$ cat src/rtl/wb_initiator_if.sv
`default_nettype none
// ============================================================================
// Module   : wb_initiator_if
// Brief    : Requester command/response handshake plus Wishbone classic
//            master signals for wb_initiator.
// Revision : 1.0 - initial release
// ============================================================================
interface wb_initiator_if;

    // Command channel from the local requester
    logic        cmd_valid;
    logic        cmd_ready;
    logic        cmd_we;
    logic [31:0] cmd_adr;
    logic [31:0] cmd_dat;
    logic [3:0]  cmd_sel;

    // Response channel back to the requester
    logic        rsp_valid;
    logic        rsp_ready;
    logic [31:0] rsp_dat;
    logic        rsp_err;

    // Wishbone classic master side
    logic        wbm_cyc_o;
    logic        wbm_stb_o;
    logic        wbm_we_o;
    logic [31:0] wbm_adr_o;
    logic [31:0] wbm_dat_o;
    logic [3:0]  wbm_sel_o;
    logic [31:0] wbm_dat_i;
    logic        wbm_ack_i;

    // Initiator side (the bridge itself)
    modport master (
        input  cmd_valid,
        input  cmd_we,
        input  cmd_adr,
        input  cmd_dat,
        input  cmd_sel,
        output cmd_ready,
        output rsp_valid,
        input  rsp_ready,
        output rsp_dat,
        output rsp_err,
        output wbm_cyc_o,
        output wbm_stb_o,
        output wbm_we_o,
        output wbm_adr_o,
        output wbm_dat_o,
        output wbm_sel_o,
        input  wbm_dat_i,
        input  wbm_ack_i
    );

    // Environment side (requester plus Wishbone slave)
    modport slave (
        output cmd_valid,
        output cmd_we,
        output cmd_adr,
        output cmd_dat,
        output cmd_sel,
        input  cmd_ready,
        input  rsp_valid,
        output rsp_ready,
        input  rsp_dat,
        input  rsp_err,
        input  wbm_cyc_o,
        input  wbm_stb_o,
        input  wbm_we_o,
        input  wbm_adr_o,
        input  wbm_dat_o,
        input  wbm_sel_o,
        output wbm_dat_i,
        output wbm_ack_i
    );

endinterface
`default_nettype wire

$ cat src/rtl/wb_initiator.sv
`default_nettype none
// ============================================================================
// Module   : wb_initiator
// Brief    : Single-outstanding Wishbone classic master with ack timeout,
//            valid/ready command and response channels and txn/err counters.
// Revision : 1.0 - initial release
// ============================================================================
module wb_initiator #(
    parameter int TIMEOUT_CYCLES = 255
) (
    input  logic           wb_clk_i,
    input  logic           wb_rst_ni,
    wb_initiator_if.master bus,
    output logic [15:0]    txn_cnt,
    output logic [7:0]     err_cnt
);

    localparam logic [15:0] c_wait_last = 16'(TIMEOUT_CYCLES - 1);

    typedef enum logic [1:0] {
        ST_IDLE = 2'd0,
        ST_BUS  = 2'd1,
        ST_RESP = 2'd2
    } state_t;

    state_t      r_state;
    state_t      w_next_state;

    logic        w_accept;
    logic        w_ack;
    logic        w_timeout;
    logic        w_rsp_take;

    logic        r_cmd_ready;
    logic        r_cyc;
    logic        r_we;
    logic [31:0] r_adr;
    logic [31:0] r_dat;
    logic [3:0]  r_sel;
    logic [15:0] r_wait;
    logic        r_rsp_valid;
    logic [31:0] r_rsp_dat;
    logic        r_rsp_err;
    logic [15:0] r_txn_cnt;
    logic [7:0]  r_err_cnt;

    // ------------------------------------------------------------------
    // State register
    // ------------------------------------------------------------------
    always_ff @(posedge wb_clk_i or negedge wb_rst_ni) begin
        if (!wb_rst_ni) begin
            r_state <= ST_IDLE;
        end else begin
            r_state <= w_next_state;
        end
    end

    // ------------------------------------------------------------------
    // Next-state and transaction-event decode
    // ------------------------------------------------------------------
    always_comb begin
        w_next_state = r_state;
        w_accept     = 1'b0;
        w_ack        = 1'b0;
        w_timeout    = 1'b0;
        w_rsp_take   = 1'b0;
        case (r_state)
            ST_IDLE: begin
                // r_cmd_ready is low for the first cycle out of reset
                if (bus.cmd_valid && r_cmd_ready) begin
                    w_accept     = 1'b1;
                    w_next_state = ST_BUS;
                end
            end
            ST_BUS: begin
                if (bus.wbm_ack_i) begin
                    w_ack        = 1'b1;
                    w_next_state = ST_RESP;
                end else if (r_wait == c_wait_last) begin
                    w_timeout    = 1'b1;
                    w_next_state = ST_RESP;
                end
            end
            ST_RESP: begin
                if (bus.rsp_ready) begin
                    w_rsp_take   = 1'b1;
                    w_next_state = ST_IDLE;
                end
            end
            default: begin
                w_next_state = ST_IDLE;
            end
        endcase
    end

    // ------------------------------------------------------------------
    // Bus, response and counter registers
    // ------------------------------------------------------------------
    always_ff @(posedge wb_clk_i or negedge wb_rst_ni) begin
        if (!wb_rst_ni) begin
            r_cmd_ready <= 1'b0;
            r_cyc       <= 1'b0;
            r_we        <= 1'b0;
            r_adr       <= 32'd0;
            r_dat       <= 32'd0;
            r_sel       <= 4'd0;
            r_wait      <= 16'd0;
            r_rsp_valid <= 1'b0;
            r_rsp_dat   <= 32'd0;
            r_rsp_err   <= 1'b0;
            r_txn_cnt   <= 16'd0;
            r_err_cnt   <= 8'd0;
        end else begin
            r_cmd_ready <= (w_next_state == ST_IDLE);

            if (w_accept) begin
                r_we   <= bus.cmd_we;
                r_adr  <= bus.cmd_adr;
                r_dat  <= bus.cmd_dat;
                r_sel  <= bus.cmd_sel;
                r_cyc  <= 1'b1;
                r_wait <= 16'd0;
            end

            if ((r_state == ST_BUS) && !bus.wbm_ack_i) begin
                r_wait <= r_wait + 16'd1;
            end

            if (w_ack || w_timeout) begin
                r_cyc       <= 1'b0;
                r_rsp_valid <= 1'b1;
                r_rsp_err   <= w_timeout;
                r_rsp_dat   <= (w_ack && !r_we) ? bus.wbm_dat_i : 32'd0;
                r_txn_cnt   <= r_txn_cnt + 16'd1;
                if (w_timeout && (r_err_cnt != 8'hFF)) begin
                    r_err_cnt <= r_err_cnt + 8'd1;
                end
            end

            if (w_rsp_take) begin
                r_rsp_valid <= 1'b0;
            end
        end
    end

    // A single register drives both cyc and stb so stb can never lead cyc
    assign bus.wbm_cyc_o = r_cyc;
    assign bus.wbm_stb_o = r_cyc;
    assign bus.wbm_we_o  = r_we;
    assign bus.wbm_adr_o = r_adr;
    assign bus.wbm_dat_o = r_dat;
    assign bus.wbm_sel_o = r_sel;

    assign bus.cmd_ready = r_cmd_ready;
    assign bus.rsp_valid = r_rsp_valid;
    assign bus.rsp_dat   = r_rsp_dat;
    assign bus.rsp_err   = r_rsp_err;

    assign txn_cnt = r_txn_cnt;
    assign err_cnt = r_err_cnt;

endmodule
`default_nettype wire
$ cat src/flat_wrapper.sv
// flat-port wrapper written by rule: the top's interface ports become plain ports
module wb_initiator_flat 
#(
    parameter int TIMEOUT_CYCLES = 255
)
  (wb_clk_i, wb_rst_ni, txn_cnt, err_cnt, bus_cmd_valid, bus_cmd_we, bus_cmd_adr, bus_cmd_dat, bus_cmd_sel, bus_cmd_ready, bus_rsp_valid, bus_rsp_ready, bus_rsp_dat, bus_rsp_err, bus_wbm_cyc_o, bus_wbm_stb_o, bus_wbm_we_o, bus_wbm_adr_o, bus_wbm_dat_o, bus_wbm_sel_o, bus_wbm_dat_i, bus_wbm_ack_i);
  wb_initiator_if bus_i ();
  input  logic wb_clk_i;
  input  logic wb_rst_ni;
  output logic [15:0] txn_cnt;
  output logic [7:0] err_cnt;
  input wire logic [$bits(bus_i.cmd_valid)-1:0] bus_cmd_valid;
  input wire logic [$bits(bus_i.cmd_we)-1:0] bus_cmd_we;
  input wire logic [$bits(bus_i.cmd_adr)-1:0] bus_cmd_adr;
  input wire logic [$bits(bus_i.cmd_dat)-1:0] bus_cmd_dat;
  input wire logic [$bits(bus_i.cmd_sel)-1:0] bus_cmd_sel;
  output wire logic [$bits(bus_i.cmd_ready)-1:0] bus_cmd_ready;
  output wire logic [$bits(bus_i.rsp_valid)-1:0] bus_rsp_valid;
  input wire logic [$bits(bus_i.rsp_ready)-1:0] bus_rsp_ready;
  output wire logic [$bits(bus_i.rsp_dat)-1:0] bus_rsp_dat;
  output wire logic [$bits(bus_i.rsp_err)-1:0] bus_rsp_err;
  output wire logic [$bits(bus_i.wbm_cyc_o)-1:0] bus_wbm_cyc_o;
  output wire logic [$bits(bus_i.wbm_stb_o)-1:0] bus_wbm_stb_o;
  output wire logic [$bits(bus_i.wbm_we_o)-1:0] bus_wbm_we_o;
  output wire logic [$bits(bus_i.wbm_adr_o)-1:0] bus_wbm_adr_o;
  output wire logic [$bits(bus_i.wbm_dat_o)-1:0] bus_wbm_dat_o;
  output wire logic [$bits(bus_i.wbm_sel_o)-1:0] bus_wbm_sel_o;
  input wire logic [$bits(bus_i.wbm_dat_i)-1:0] bus_wbm_dat_i;
  input wire logic [$bits(bus_i.wbm_ack_i)-1:0] bus_wbm_ack_i;
  assign bus_i.cmd_valid = bus_cmd_valid;
  assign bus_i.cmd_we = bus_cmd_we;
  assign bus_i.cmd_adr = bus_cmd_adr;
  assign bus_i.cmd_dat = bus_cmd_dat;
  assign bus_i.cmd_sel = bus_cmd_sel;
  assign bus_cmd_ready = bus_i.cmd_ready;
  assign bus_rsp_valid = bus_i.rsp_valid;
  assign bus_i.rsp_ready = bus_rsp_ready;
  assign bus_rsp_dat = bus_i.rsp_dat;
  assign bus_rsp_err = bus_i.rsp_err;
  assign bus_wbm_cyc_o = bus_i.wbm_cyc_o;
  assign bus_wbm_stb_o = bus_i.wbm_stb_o;
  assign bus_wbm_we_o = bus_i.wbm_we_o;
  assign bus_wbm_adr_o = bus_i.wbm_adr_o;
  assign bus_wbm_dat_o = bus_i.wbm_dat_o;
  assign bus_wbm_sel_o = bus_i.wbm_sel_o;
  assign bus_i.wbm_dat_i = bus_wbm_dat_i;
  assign bus_i.wbm_ack_i = bus_wbm_ack_i;
  wb_initiator #(.TIMEOUT_CYCLES(TIMEOUT_CYCLES)) u_core (.wb_clk_i(wb_clk_i), .wb_rst_ni(wb_rst_ni), .bus(bus_i), .txn_cnt(txn_cnt), .err_cnt(err_cnt));
endmodule
$ cat config.mk
export PLATFORM = sky130hd
export DESIGN_NAME = wb_initiator_flat
export DESIGN_NICKNAME = d
export VERILOG_FILES = /design/src/rtl/wb_initiator_if.sv /design/src/rtl/wb_initiator.sv /design/src/flat_wrapper.sv
export SDC_FILE = /design/constraint.sdc
export NUM_CORES = 1
export LEC_CHECK = 0
export BUFFER_PORTS_ARGS = -buffer_cell sky130_fd_sc_hd__buf_2
export CORE_MARGIN = 4
export CORE_UTILIZATION = 52
export DETAILED_ROUTE_END_ITERATION = 10
export GPL_TIMING_DRIVEN = 0
export PLACE_DENSITY = 0.87
export SETUP_SLACK_MARGIN = 0.5
export SLEW_MARGIN = 20
export SYNTH_ARGS = -nofsm -noshare
export SYNTH_HDL_FRONTEND = slang
export SYNTH_SLANG_ARGS = --single-unit
$ cat constraint.sdc
create_clock -name wb_clk_i -period 6.3 [get_ports wb_clk_i]
set_input_delay 0.63 -clock wb_clk_i [delete_from_list [all_inputs] [get_ports wb_clk_i]]
set_output_delay 0.63 -clock wb_clk_i [all_outputs]
set_load 0.05 [all_outputs]
==> run metrics, run 1 <==
status=finished, final reports clean; Max Transition Viols Final=0; number of distinct library cells after synthesis=36; antenna violations before repair=0; largest net degree at the start of global routing=101; Worst-Margin Slew=679.5 ps; Max Cap Violations=0; Nets=947; placed wire-length estimate=~12,000 µm; Clock power frac=22.8%; Synth Area in Compound Gates=~8.3%; clock latency on the worst-skew pair=430 ps; combinational power share=between 40% and 50%; average size of a mapped cell=10.07 µm²; post-layout util=72.09%; Boundary Pins=236; Pre-antenna DRT Iters=4; Worst Skew=approximately 8.6 ps; post-synthesis mux area share=0.6194%; drt initial violations=between 300 and 400; remaining global-route overflow=0; post-synth top area share=62.79%; die area=about 0.013 mm²; # setup viols final=0; main combinational cell family by area after synthesis=simple AND/OR/NAND/NOR gates; CTS tree=done; Initial Util=53.57%; peak supply drop=about 430 µV; Synth area leader=dfrtp_1; slowest stage delay, CP=roughly 600 ps; total track usage=26.26%; Max Freq=roughly 430 MHz; Mapped Area=0.005858 mm²; CP cell instances=or4_4, o41ai_4, nand2_2, clkbuf_1, a22o_1; Synth Area in XOR/XNOR=3.439%; # fillers=802; Max-slew headroom=54.70%; core footprint=0.01094 mm²; Vias per Instance=5.266; internal power=2.459 mW; Yosys warning count=0; CTS sink cnt=between 100 and 150; RSZ-0062 raised after global routing=no; fraction of registers with async set or reset after synthesis=100.0%; CP endpoint kind=flop; final hold vios=0; #FFs+latches synth=147; first-pass GRT wire length=26,610 µm; GPL Wtd Cong=0.8308; Post-Syn Nets=692; Horiz. Die Dim=114.1 µm; drt total wl=roughly 16,000 µm; CP delay by family, top=simple AND/OR/NAND/NOR gates; CP max FO=10; number of diodes=0; Die H=between 100 and 150 µm; leak pwr=about 4.4 nW; switching power=between 2 and 2.5 mW; vias=approximately 5,200; CP Launch Type=flop; Critical Path Slowest Stage Cell=or4_4; Design Area, Final=0.007884 mm²; synthesized-area fraction occupied by and/or/nand/nor cells=21.79%; Max Root-Sink Buffers=2; vias in the first global route=between 5,000 and 6,000; crit path kind=flop to flop; Seq/Total Area, Yosys=62.79%; H-tree depth=4; Critical Path RT=between 6000 and 7000 ps; Synth Flop Type=dfrtp_1; Sw Ratio=48.06%; Flop pwr share=31.1%; main area contributors after synthesis=dfrtp_1, nand2_1, a22o_1; PwrDens=approximately 600 mW/mm²; Worst Path Arrival=2640 ps; Worst-path clk slew=60 ps; postcts setup bufs=0; Final TNS setup=0 ps; Post-synth EDFFs=0; hold buffers post-CTS=0; drt wl/cell=16.63 µm; fin crit share=a little under two fifths; Adder-Cell Fraction of Synth Area=less than 1%; ANT nets after route=0; Tightest Hold Check Type=primary input to asynchronous set/reset pin; post-synthesis cell count=582; PortBufs=235; Root Driver=clkbuf_16; Rows=38; Crit path buffers/inverters=1; residual DRC count=0; area grow syn2layout=34.58%; PostCTS Resize Cnt=0; layout cells sized above 1=32.82%; minimum clock period=2335 ps; CTS Buf Count=17; Placed Area=slightly above 0.007 mm²
[layout make-up]
class                           count  area (µm²)  share of cell area [%]
Timing Repair Buffer              236        1214                   15.39
Clock buffer                       22       484.2                   6.142
Tap cell                          140       175.2                   2.222
Buffer                             26       105.1                   1.333
Sequential cell                   147        3679                   46.66
Clock inverter                     10       152.6                   1.936
Inverter                            7       26.28                  0.3333
Multi-Input combinational cell    402        2048                   25.98
[per-layer routing]
layer	wire length, µm	GRT usage, %
met1	6300	32.52
met5	0	0
met4	546	12.27
met3	986	5.920
met2	8631	43.91
[stage by stage]
step	hold slack [ps]	cells	total power, mW	setup slack [ps]
after global routing	119.4	990	4.967	3870
after detailed placement	453.1	958	3.660	3959
final	94.91	990	4.735	3965
after CTS	107.8	990	4.755	3979
after global placement	451.7	957	3.606	2522
after floorplan	334.4	582	3.070	4238
[sequential cells by signal, indices dropped and copies added (netlist names), 2 cells and up]
| signal | cells |
|---|---|
| u_core.bus.wbm_adr_o | 32 |
| u_core.r_state | 2 |
| u_core.bus.rsp_dat | 32 |
| u_core.txn_cnt | 16 |
| u_core.err_cnt | 8 |
| u_core.bus.wbm_dat_o | 32 |
| u_core.bus.wbm_sel_o | 4 |
| u_core.r_wait | 16 |
[cells in the mapped netlist, types with 2 or more instances]
cell,n
and4_1,3
a31oi_1,3
and3_1,4
nor3_1,5
nand4_1,10
a22o_1,32
a21oi_1,6
nor2_1,22
nand2b_1,2
xor2_1,10
nand3_1,20
clkbuf_1,22
nor4_1,3
o21ai_0,22
xnor2_1,13
nand2_1,228
inv_1,7
dfrtp_1,147
buf_2,3
ha_1,4
[power by group through the flow]
stage,registers [mW],logic [mW],clock network (mW)
global route,1.51,2.31,1.14
CTS,1.47,2.20,1.09
detailed placement,1.47,2.19,0
floorplan,2.56,0.506,0
finish,1.47,2.18,1.08
global placement,1.46,2.14,0
[cells in the final DEF (no fill, tap or decap), types with 2 or more instances in the layout]
master,instances
and4_1,3
inv_1,7
xnor2_1,13
a22o_1,32
nand4_1,10
xor2_1,10
nand2_1,228
dfrtp_1,147
clkbuf_1,23
clkbuf_8,4
nor3_1,5
a31oi_1,3
a21oi_1,6
o21ai_0,22
and3_1,4
buf_2,237
nor2_1,22
nand2b_1,2
nand3_1,20
ha_1,4
clkbuf_16,17
clkinv_2,5
nor4_1,3
bufinv_16,4
[logic make-up after synthesis]
group	count (synthesis)
AO/OA/AOI/OAI	66
XOR/XNOR	23
adder cells (fa/ha/maj)	4
buffers and inverters	33
flip-flops	147
multiplexers	3
AND/OR/NAND/NOR	306
[final timing paths]
check	start	to	slack, ps	cells past startpoint
max	u_core.r_wait[13]	u_core.bus.rsp_dat[21]	3970	5
min	wb_rst_ni	u_core.txn_cnt[6]	90	1
max reg2reg	u_core.r_wait[13]	u_core.bus.rsp_dat[21]	3970	5
min reg2reg	u_core.bus.wbm_adr_o[8]	u_core.bus.wbm_adr_o[8]	470	2
max in group asynchronous	wb_rst_ni	u_core.bus.rsp_dat[18]	5410	2
min in group wb_clk_i	bus_cmd_dat[16]	u_core.bus.wbm_dat_o[16]	390	3
Note: power is estimated with default switching activity, not from simulation.
==> run 2: changes to the inputs <==
Settings changed: CORE_UTILIZATION 52 to 48, PLACE_DENSITY 0.87 to 0.81.
Clock period 6.3 ns to 2.2 ns, I/O delays scaled along.
==> run 2 against run 1 <==
  * The run now ends with setup timing left
  * Die area grew 7.7%
  * Core utilization is 2.1 points higher
  * Wire length is 6.0% higher
  * Critical path depth grew 3
  * Clock skew decreased by 1.2 ps
  * Sequential power increased to 2.9 times the previous value
  * First-iteration DRC count shrank 1.2%
  * Critical endpoint is now u_core.txn_cnt[1]
  * Register-to-register slack lost 4000 ps
  * Via count rose by 5.1%
  * Cell count rose by 8.4%
  * Setup slack lost 4000 ps
  * Global-route usage shrank 1.4 points
==> run metrics, run 2 (synthesis results as in run 1) <==
Max Root-Sink Buffers=2 (unchanged); Worst-path clk slew=60 ps (about the same); H-tree depth=4 (unchanged); Vias per Instance=5.107 (-3.0%); final hold vios=0 (unchanged); RSZ-0062 raised after global routing=yes; die area=0.01404 mm² (+7.7%); status=finished, violations left; min-delay src=bus_cmd_sel[2]; antenna violations before repair=0 (unchanged); peak supply drop=1003 µV (+130%); drt wl/cell=16.27 µm (-2.2%); area of the multi-input gates=0.002220 mm² (+8.4%); Critical Path RT=2500 ps (-4100 ps); final worst slack=-65.91 ps (-4031 ps); Worst-Margin Slew=751.7 ps (+72.17 ps); Root Driver=clkbuf_16; CTS tree=done; Nets=1,023 (+8.0%); register area=0.003687 mm² (+0.24%); failing checks=setup timing; residual DRC count=0 (unchanged); placed wire-length estimate=11,400 µm (-1.5%); worst reg-to-reg path cell count=8 (+3); Boundary Pins=236 (unchanged); Max Freq=441.3 MHz (+3.0%); ANT nets after route=0 (unchanged); reg2reg setup slack=-70 ps (-4030 ps); Fin Hold WS=2.372 ps (-92.53 ps); Max-slew headroom=49.78% (-4.9 points); drt total wl=17,460 µm (+6.0%); most frequent cells in the layout=buf_2, nand2_1, dfrtp_1; Placed Area=0.007305 mm² (+0.79%); layout cells sized above 1=36.50% (+3.7 points); Design Area, Final=0.008870 mm² (+13%); area grow syn2layout=51.41%; PwrDens=1544 mW/mm² (+160%); Rows=40 (+5.3%); fin crit share=103.0% (+66 points); Worst Skew=7.414 ps (-1.180 ps); Tightest Hold Check Type=primary input to flop; CTS Buf Count=17 (unchanged); # setup viols final=6 (+6); PortBufs=235 (unchanged); placed insts=965 (+0.73%); vias in the first global route=5,573 (+5.7%); RR Endpoint=u_core.txn_cnt[1]; largest net degree at the start of global routing=81 (-20%); CTS sink cnt=147 (unchanged); first-pass GRT wire length=27,740 µm (+4.2%); Die H=118.5 µm (+3.8%); # fillers=819 (+2.1%); number of diodes=0 (unchanged); GPL Wtd Cong=0.8637 (+4.0%); Post-Layout Cell Count=1,073 (+8.4%); remaining global-route overflow=0 (unchanged); Horiz. Die Dim=118.5 µm (+3.8%); vias=5,480 (+5.1%); Worst R2R Start=u_core.r_wait[0]; leak pwr=4.825 nW (+11%); Initial Util=48.97% (-4.6 points); clock latency on the worst-skew pair=420 ps (about the same); Worst Path Arrival=2570 ps (-70 ps); most common cell after layout, fill and taps aside=buf_2; Max Transition Viols Final=0 (unchanged); drt initial violations=333 (-1.2%); total track usage=24.86% (-1.4 points); Pre-antenna DRT Iters=5 (+1); post-layout util=74.15% (+2.1 points); Max Cap Violations=0 (unchanged); CP Launch Type=flop; Hold Crit Depth=3; core footprint=0.01196 mm² (+9.4%); crit path kind=flop to flop; WHS Endpoint=u_core.bus.wbm_sel_o[2]; CP max FO=9 (-1); minimum clock period=2266 ps (-68.87 ps); CP endpoint kind=flop
-- run 2: power breakdown --
group	leakage (nW)	total (mW)	switching [mW]	internal (mW)
Clock	0.296	2.94	1.07	1.86
Combinational	2.66	6.54	4.93	1.61
Sequential	1.87	4.22	0.565	3.65
Total	4.83	13.7	6.57	7.12
-- run 2: how the worst max path moves through the flow --
stage                       from            endpoint  slack [ps]  cells after the start
6_report        u_core.r_wait[0]   u_core.txn_cnt[1]         -70                      8
5_1_grt         u_core.r_wait[0]  u_core.txn_cnt[15]        -140                      9
4_1_cts        u_core.r_wait[14]   u_core.txn_cnt[1]         -20                      6
3_5_place_dp    u_core.r_wait[0]   u_core.txn_cnt[1]        -100                      7
3_3_place_gp           wb_rst_ni   u_core.err_cnt[1]       -1440                      1
2_1_floorplan   u_core.r_wait[0]   u_core.txn_cnt[1]         240                      7
-- run 2: timing repair --
action / CTS / global route
hold buffers: 59 / 0
resized for setup: 29 / 36
endpoints found under the hold margin: 125 / 0
cloned: 1 / 2
buffers inserted: 10 / 4
endpoints found under the setup margin: 142 / 136
pin swaps: 8 / 11
-- run 2: area by class of cell --
type	instances	share of cell area, %
sequential	147	41.57
multi-input combinational	402	25.02
timing repair buffer	312	22.30
clock buffer	22	5.346
tap	147	2.074
buffer	26	1.918
clock inverter	10	1.467
inverter	7	0.2962
-- run 2: stage by stage --
step                setup TNS, ps  total power, mW  worst slack (ps)
global route                -2691            14.35            -140.0
finish                     -105.5            13.69            -65.91
floorplan                       0            8.807             244.5
CTS                        -109.9            13.57            -24.52
detailed placement          -2842            10.46            -96.18
global placement          -174700            10.33             -1444
-- run 2: critical path, cell delays in order, from the launching register on --
cell and delay (ps):
dfrtp_1 410, inv_2 70, ha_1 140, nand4b_1 220
o41ai_4 510, buf_4 210, nand2_8 100, buf_6 200
mux2_4 290
-- run 2: routing by layer --
layer	global-route usage, %	up-vias	share of wire, %
li1	-	2586	-
met1	29.94	2621	39
met2	41.44	215	51
met3	5.407	58	5.5
met4	14.05	0	4.5
met5	0	-	0
==> run 3: changes to the inputs <==
Settings changed: ABC_AREA set to 1, CORE_UTILIZATION 48 to 50, PLACE_DENSITY 0.81 to 0.82.
==> run 3 against run 2 <==
  * The flow now finishes without violations
  * Hold slack better by 8.4 ps
  * Die area is 6.6% higher
  * Via count is 24% higher
  * Synthesized cell count is 34% higher
  * Cell count is 23% higher
  * Critical path type unchanged
  * Critical endpoint is now u_core.bus.wbm_adr_o[30]
==> run metrics, run 3 <==
Worst Skew=13.22 ps (+5.803 ps); count leader, synth=nand2_1; main area contributors after synthesis=dfrtp_1, nand2_1, inv_1; fraction of registers with async set or reset after synthesis=100.0% (unchanged); die area=0.01497 mm² (+6.6%); Rows=41 (+2.5%); RSZ-0062 raised after global routing=yes; number of distinct library cells after synthesis=30 (-17%); CP max FO=10 (+1); Tightest Hold Check Type=primary input to flop; core footprint=0.01272 mm² (+6.4%); status=finished, final reports clean; antenna violations before repair=0 (unchanged); Root Driver=clkbuf_16; Crit path buffers/inverters=3 (unchanged); Vias per Instance=5.151 (+0.86%); final worst slack=554.2 ps (+620.2 ps); Pre-antenna DRT Iters=7 (+2); fin crit share=74.81% (-28 points); top post-synthesis cells by count=nand2_1, dfrtp_1, inv_1, nor2_1, nand3_1; CP Launch Type=flop; CP delay by family, top=buffers and inverters; Synth area leader=dfrtp_1; most common cell after layout, fill and taps aside=nand2_1; Mapped Area=0.006538 mm² (+12%); H-tree depth=4 (unchanged); placed wire-length estimate=13,080 µm (+15%); worst reg-to-reg path cell count=6 (-2); Post-synth EDFFs=0 (unchanged); Fin Hold WS=10.80 ps (+8.429 ps); CTS sink cnt=147 (unchanged); CTS Buf Count=17 (unchanged); drt initial violations=554 (+66%); Final TNS setup=0 ps (+105.5 ps); leak pwr=5.212 nW (+8.0%); post-synthesis cell count=779 (+34%); Synth Flop Type=dfrtp_1; # setup viols final=0 (-6); minimum clock period=1646 ps (-620.2 ps); Worst R2R Start=u_core.r_state[1]; Worst Path Arrival=2010 ps (-560 ps); Critical Path RT=2570 ps (+70 ps); Max Cap Violations=0 (unchanged); Critical Path Slowest Stage Cell=dfrtp_1; Max Root-Sink Buffers=2 (unchanged); total track usage=29.41% (+4.6 points); Die H=122.3 µm (+3.3%); Final Power=13.79 mW (+0.67%); # fillers=823 (+0.49%); crit path kind=flop to flop; Initial Util=51.39% (+2.4 points); reg2reg setup slack=550 ps (+620 ps); RR Endpoint=u_core.bus.wbm_adr_o[30]; layout cells sized above 1=30.82% (-5.7 points); final hold vios=0 (unchanged); Seq/Total Area, Yosys=56.27% (-6.5 points); first-pass GRT wire length=33,980 µm (+22%); placed insts=1,187 (+23%); Horiz. Die Dim=122.3 µm (+3.3%); CTS tree=done; Post-Syn Nets=889 (+28%); average size of a mapped cell=8.392 µm² (-17%); PwrDens=1444 mW/mm² (-6.5%); Max Freq=607.6 MHz (+38%); Max Transition Viols Final=0 (unchanged); drt wl/cell=16.71 µm (+2.7%); most frequent cells in the layout=nand2_1, buf_2, dfrtp_1; Critical Path Source=u_core.r_state[1]; Worst-path clk slew=60 ps (about the same); crit path to=u_core.bus.wbm_adr_o[30]; peak supply drop=1156 µV (+15%); vias=6,779 (+24%); CP cell instances=inv_2, nand4_1, inv_2, buf_1, nand2_1, nand2_1; PortBufs=235 (unchanged); remaining global-route overflow=0 (unchanged); Nets=1,239 (+21%); drt total wl=21,990 µm (+26%); Worst-Margin Slew=562.2 ps (-189.5 ps); Crit path depth=6 (-2); Boundary Pins=236 (unchanged); post-synth top area share=56.27% (-6.5 points); CP endpoint kind=flop; GPL Wtd Cong=0.8800 (+1.9%); #FFs+latches synth=147 (unchanged); vias in the first global route=6,888 (+24%); post-place setup slack=448.9 ps (+545.1 ps); slowest stage delay, CP=450 ps (-60 ps); area grow syn2layout=46.03%; Max-slew headroom=62.52% (+13 points); Post-Layout Cell Count=1,316 (+23%); Yosys warning count=0 (unchanged); largest net degree at the start of global routing=77 (-4.9%); clock latency on the worst-skew pair=430 ps (about the same); ANT nets after route=0 (unchanged); residual DRC count=0 (unchanged)
[run 3: routing by layer]
metal	vias to the layer above	track usage [%]	share of wire [%]
li1	3119	-	-
met4	0	18.05	5.3
met1	3157	34.42	37
met5	-	0	0
met2	403	48.09	49
met3	100	8.203	8.5
[run 3: cell type report]
class,count,area (µm²),area share (%)
clock buffer,23,478.0,5.007
antenna,2,5.005,0.05242
sequential,147,3681,38.56
timing repair buffer,330,2177,22.80
inverter,53,198.9,2.084
buffer,27,183.9,1.927
tap,172,215.2,2.254
multi-input combinational,553,2527,26.47
clock inverter,9,80.08,0.8388
[run 3: worst min-delay path: cells and delay by family]
family	cells	cell delay, ps
AND/OR/NAND/NOR	2	110
buffers and inverters	1	80
[run 3: repair_timing]
item,in CTS,in global routing
cloned,0,3
hold buffers,89,0
gates resized for setup,1,20
setup buffers,0,3
pin swaps,0,2
endpoints found under the setup margin,10,99
hold endpoints to repair,159,0
[run 3: how the worst min path moves through the flow]
stage	cells after the start	slack, ps	start	to
after floorplan	0	-80	wb_rst_ni	u_core.bus.cmd_ready
after global placement	3	410	bus_cmd_dat[27]	u_core.bus.wbm_dat_o[27]
after detailed placement	1	230	wb_rst_ni	u_core.err_cnt[3]
after CTS	3	1	bus_cmd_dat[17]	u_core.bus.wbm_dat_o[17]
after global routing	3	10	bus_cmd_adr[27]	u_core.bus.wbm_adr_o[27]
final	3	10	bus_wbm_dat_i[26]	u_core.bus.rsp_dat[26]
[run 3: stage by stage]
stage	utilization [%]	instance area (µm²)
finish	75.04	9547
global route	75.00	9542
detailed placement	62.64	7969
floorplan	-	6540
global placement	62.34	7931
CTS	74.04	9419
[run 3: cells by family (layout without fill, tap and decap cells)]
kind of cell	Yosys count	after routing	share of synthesized area, %
other cells	0	2	0
flops	147	147	56.27
simple gates	485	486	30.76
buf+inv	80	442	5.550
fa+ha+maj	4	4	0.7656
xor+xnor	17	17	2.277
compound gates	46	46	4.383
[run 3: where the power goes]
group          switching [mW]  internal (mW)
Sequential              0.630           3.64
Clock                    1.10           1.64
Combinational            5.25           1.53
